--- config.mk ---
export PLATFORM = sky130hd
export DESIGN_NAME = mux8_rr_arbiter
export DESIGN_NICKNAME = d
export VERILOG_FILES = /design/src/rtl/mux8_rr_arbiter.sv
export SDC_FILE = /design/constraint.sdc
export NUM_CORES = 1
export LEC_CHECK = 0
export CAP_MARGIN = 20
export CORE_MARGIN = 2
export CORE_UTILIZATION = 31
export CTS_CLUSTER_SIZE = 40
export DETAILED_ROUTE_END_ITERATION = 8
export RECOVER_POWER = 50
export REMOVE_ABC_BUFFERS = 1
export SYNTH_ARGS = -nofsm -noshare
export SYNTH_HDL_FRONTEND = slang
export SYNTH_SLANG_ARGS = --single-unit
export TNS_END_PERCENT = 30
--- constraint.sdc ---
create_clock -name clk -period 3.6 [get_ports clk]
set_clock_uncertainty 0.15 [all_clocks]
set_input_delay 0.54 -clock clk [delete_from_list [all_inputs] [get_ports clk]]
set_output_delay 0.54 -clock clk [all_outputs]
set_load 0.03 [all_outputs]
--- src/rtl/mux8_rr_arbiter.sv ---
// Round-robin arbiter sharing one 8:1 mux path among eight requesters.
// Registered one-hot grant, mux select, busy flag and a bounded hold counter.
module mux8_rr_arbiter #(
  parameter int unsigned MAX_HOLD = 4,
  parameter int unsigned CNT_W    = 4
) (
  input  logic             clk,
  input  logic             reset_n,
  input  logic [7:0]       req,
  output logic [7:0]       gnt,
  output logic [2:0]       s,
  output logic             busy,
  output logic [CNT_W-1:0] hold_cnt
);

  typedef enum logic {IDLE, GRANT} state_t;

  state_t           state_q, state_d;
  logic [7:0]       gnt_q, gnt_d;
  logic [2:0]       s_q, s_d;
  logic             busy_q, busy_d;
  logic [CNT_W-1:0] hold_cnt_q, hold_cnt_d;
  logic [2:0]       ptr_q, ptr_d;

  logic       win_found;
  logic [2:0] win_idx;
  logic [2:0] cand;
  logic       owner_req;
  logic       others;
  logic       regrant;

  // First requester at or after ptr, wrapping 7->0.
  always_comb begin
    win_found = 1'b0;
    win_idx   = ptr_q;
    cand      = '0;
    for (int unsigned i = 0; i < 8; i++) begin
      cand = ptr_q + 3'(i);
      if (!win_found && req[cand]) begin
        win_found = 1'b1;
        win_idx   = cand;
      end
    end
  end

  assign owner_req = req[s_q];
  assign others    = |(req & ~gnt_q);

  always_comb begin
    state_d    = state_q;
    gnt_d      = gnt_q;
    s_d        = s_q;
    busy_d     = busy_q;
    hold_cnt_d = hold_cnt_q;
    ptr_d      = ptr_q;
    regrant    = 1'b0;

    case (state_q)
      IDLE: begin
        gnt_d      = '0;
        busy_d     = 1'b0;
        hold_cnt_d = '0;
        if (win_found) regrant = 1'b1;
      end
      GRANT: begin
        if (!owner_req) begin
          if (others) begin
            regrant = 1'b1;
          end else begin
            state_d    = IDLE;
            gnt_d      = '0;
            busy_d     = 1'b0;
            hold_cnt_d = '0;
          end
        end else if (hold_cnt_q < CNT_W'(MAX_HOLD - 1)) begin
          hold_cnt_d = hold_cnt_q + 1'b1;
        end else if (others) begin
          // ptr already sits at owner+1, so the owner is searched last.
          regrant = 1'b1;
        end else begin
          hold_cnt_d = '0;
        end
      end
      default: state_d = IDLE;
    endcase

    if (regrant) begin
      state_d    = GRANT;
      gnt_d      = 8'b1 << win_idx;
      s_d        = win_idx;
      busy_d     = 1'b1;
      hold_cnt_d = '0;
      ptr_d      = win_idx + 3'd1;
    end
  end

  always_ff @(posedge clk or negedge reset_n) begin
    if (!reset_n) begin
      state_q    <= IDLE;
      gnt_q      <= '0;
      s_q        <= '0;
      busy_q     <= 1'b0;
      hold_cnt_q <= '0;
      ptr_q      <= '0;
    end else begin
      state_q    <= state_d;
      gnt_q      <= gnt_d;
      s_q        <= s_d;
      busy_q     <= busy_d;
      hold_cnt_q <= hold_cnt_d;
      ptr_q      <= ptr_d;
    end
  end

  assign gnt      = gnt_q;
  assign s        = s_q;
  assign busy     = busy_q;
  assign hold_cnt = hold_cnt_q;

endmodule

==> impl_metrics.json <==
{
  "end_kind": "register",
  "num_vias": 1882,
  "synth_compound_area_frac": 0.164,
  "layout_min_cycle_time_ps": 3410,
  "crit_type": "input pin to register",
  "drive_gt1_frac": 0.304,
  "cts_buffers": 3,
  "io_buffers": 25,
  "syn_inst": 212,
  "drt_iter0_drc": 110,
  "place.gp.congestion": 0.902,
  "synthXorXnorAreaFrac": 0.0169,
  "route.antenna.remaining_nets": 0,
  "status": "finished, final reports clean",
  "slew_headroom": 0.291,
  "grt_pass1_vias": 1838,
  "fillers": 599,
  "diodes": 0,
  "multi_input_area_sq_um": 1420,
  "synth_seq_cells": 20,
  "synth_area_leaders": "dfrtp_1, mux4_2, mux2i_1",
  "critPathMaxFanout": 9,
  "fp.dieH_microns": 85.8,
  "synthAdderAreaFrac": 0.0483,
  "antenna_found_initial": 0,
  "cts-hold-fix-buffers": 0,
  "viasPerCell": 5.42,
  "yosysSeqAreaShare": 0.241,
  "synth-edff-count": 0,
  "synth_top_area_frac": 0.241,
  "first_pass_iters": 4,
  "wl_per_cell_microns": 15.9,
  "slew_violations": 0,
  "cts-root-buf": "clkbuf_8",
  "cts_sinks": 20,
  "syn_avg_cell_area_sq_um": 9.79,
  "grt_usage": 0.159,
  "coreArea_sq_um": 6420,
  "wirelength_microns": 5510,
  "row_count": 29,
  "worstPathArrival_ps": 3410,
  "fin_nets": 289,
  "grt_start_max_net_pins": 21,
  "synth_top_area_cell": "dfrtp_1",
  "syn-cell-area_sq_um": 2070,
  "synthMuxAreaShare": 0.314,
  "fin_hold_ws_ps": 334,
  "drcViolationCount": 0,
  "path_clk_slew_ps": 70,
  "post-route-period-util": 0.947,
  "rsz0062_at_grt": "no",
  "setup_viol": 0,
  "ys_warn_count": 0,
  "ys_types": 56,
  "fmax_mhz": 293,
  "htreeDepth": 1,
  "synth-simple-area-share": 0.130,
  "hold_viol": 0,
  "seq_area_sq_um": 500,
  "die_x_microns": 85.8,
  "async_flop_share": 1.00,
  "ys.flop_type": "dfrtp_1",
  "start_util": 0.323,
  "cp-start-kind": "input pin",
  "place_inst": 341,
  "clock_latency_ps": 260,
  "synthToLayoutAreaGrowth_pct": 31.5,
  "cts.path.max_buffers": 2,
  "fin_cells": 347,
  "dpl.hpwl_microns": 4440,
  "ios": 26,
  "cts_tree": "done",
  "grt_pass1_wl_microns": 9460,
  "worst_pin_slew_ps": 1060,
  "synth_top_family_by_area": "multiplexers",
  "die_area_sq_um": 7360,
  "globalRouteOverflowTotal": 0,
  "maxCapViolCount": 0,
  "cp.required_ps": 3600,
  "hold_class": "register to register"
}
[flip-flops by register name, summed over array words and instances, names as in the netlist]
signal	flops
busy	1
gnt	8
hold_cnt	4
ptr_q	3
s	3
state_q	1
[cell usage in the layout (no fill, tap or decap), drive strengths merged, types with 3 or more instances in the layout]
cell / netlist / final
a32o: 3 / 3
ha: 8 / 8
nor3: 10 / 10
dlygate4sd3: 0 / 8
clkbuf: 7 / 5
buf: 9 / 43
mux2: 12 / 12
nand2: 19 / 19
mux4: 15 / 15
xnor2: 3 / 3
inv: 16 / 16
a21oi: 4 / 4
o22ai: 8 / 8
o21ai: 11 / 11
mux2i: 17 / 17
a22o: 3 / 3
nand2b: 4 / 4
dfrtp: 20 / 20
clkdlybuf4s50: 0 / 17
a31oi: 5 / 5
nor2: 8 / 8
[worst paths after layout]
kind                            cells past startpoint     endpoint  slack (ps)         from
max in group asynchronous                           2       gnt[3]        1770      reset_n
worst min register to register                      1  hold_cnt[0]         330  hold_cnt[0]
worst max-delay path                               12       gnt[4]         190       req[6]
min in group asynchronous                           1  hold_cnt[2]         350      reset_n
worst min-delay path                                1  hold_cnt[0]         330  hold_cnt[0]
worst max register to register                     12     ptr_q[2]         300     ptr_q[0]
[synthesized netlist by cell type (2+ instances only)]
cell type and number:
o21ai_0 5, inv_1 15, a22o_1 2, a21oi_1 4, buf_2 2, a22oi_1 2
o22ai_1 8, nor2_1 8, and2_1 2, ha_1 8, buf_6 3, nand2_1 19
mux4_2 14, dfrtp_1 20, nand2b_1 4, nor3_1 9, clkbuf_1 6, xnor2_1 3
mux2_2 11, nand3_1 2, buf_1 2, mux2i_1 17, o32ai_1 2, a31oi_1 5
a32o_1 3, clkinv_1 2, o21ai_1 5
[logic make-up (layout without fill, tap and decap cells)]
kind of cell,after synthesis,count (layout)
muxes,44,44
buffers and inverters,34,91
adders and majority gates,8,8
and+or+nand+nor,54,54
AOI/OAI and AO/OA,47,47
DFF,20,20
other,1,2
xor gates and xnor gates,4,4
[stage by stage]
| step | area (sq um) | setup TNS, ps | setup slack [ps] | util |
|---|---|---|---|---|
| after floorplan | 1970 | -2560 | -411 | - |
| after global placement | 2650 | -224 | -102 | 0.412 |
| after detailed placement | 2650 | -619 | -143 | 0.412 |
| after CTS | 2700 | 0 | 125 | 0.421 |
| after global routing | 2730 | 0 | 27.9 | 0.425 |
| final | 2730 | 0 | 190 | 0.425 |
[what timing repair did]
item,CTS,global route
buffers inserted,0,1
resized for setup,0,3
setup endpoints to repair,0,5
endpoints found under the hold margin,0,0
[area by class of cell]
class,instances,share of cell area
well taps,77,0.0353
repair buffers,69,0.216
multi-input cells,159,0.520
clock buffers,4,0.0202
flip-flops and latches,20,0.183
inverters,18,0.0248
[metal layers]
metal | GRT usage | part of all wire | vias to the layer above
met1 | 0.233 | 0.46 | 923
met3 | 0.0241 | 0.054 | 2
met5 | 0 | 0 | -
li1 | - | - | 910
met2 | 0.258 | 0.48 | 47
met4 | 0.0159 | 0.0029 | 0
[worst max-delay path, cell delays in order]
cell and delay, ps:
clkdlybuf4s50_1 440, buf_4 180, mux2_2 260, mux4_2 540
nor3_4 210, nand2_2 100, o32ai_2 240, o22ai_1 130
buf_4 160, and2_1 150, ha_1 220, a32o_1 220
Power is not shown: default switching activity piles up to over one toggle a cycle in this logic, so the estimate is an artifact.
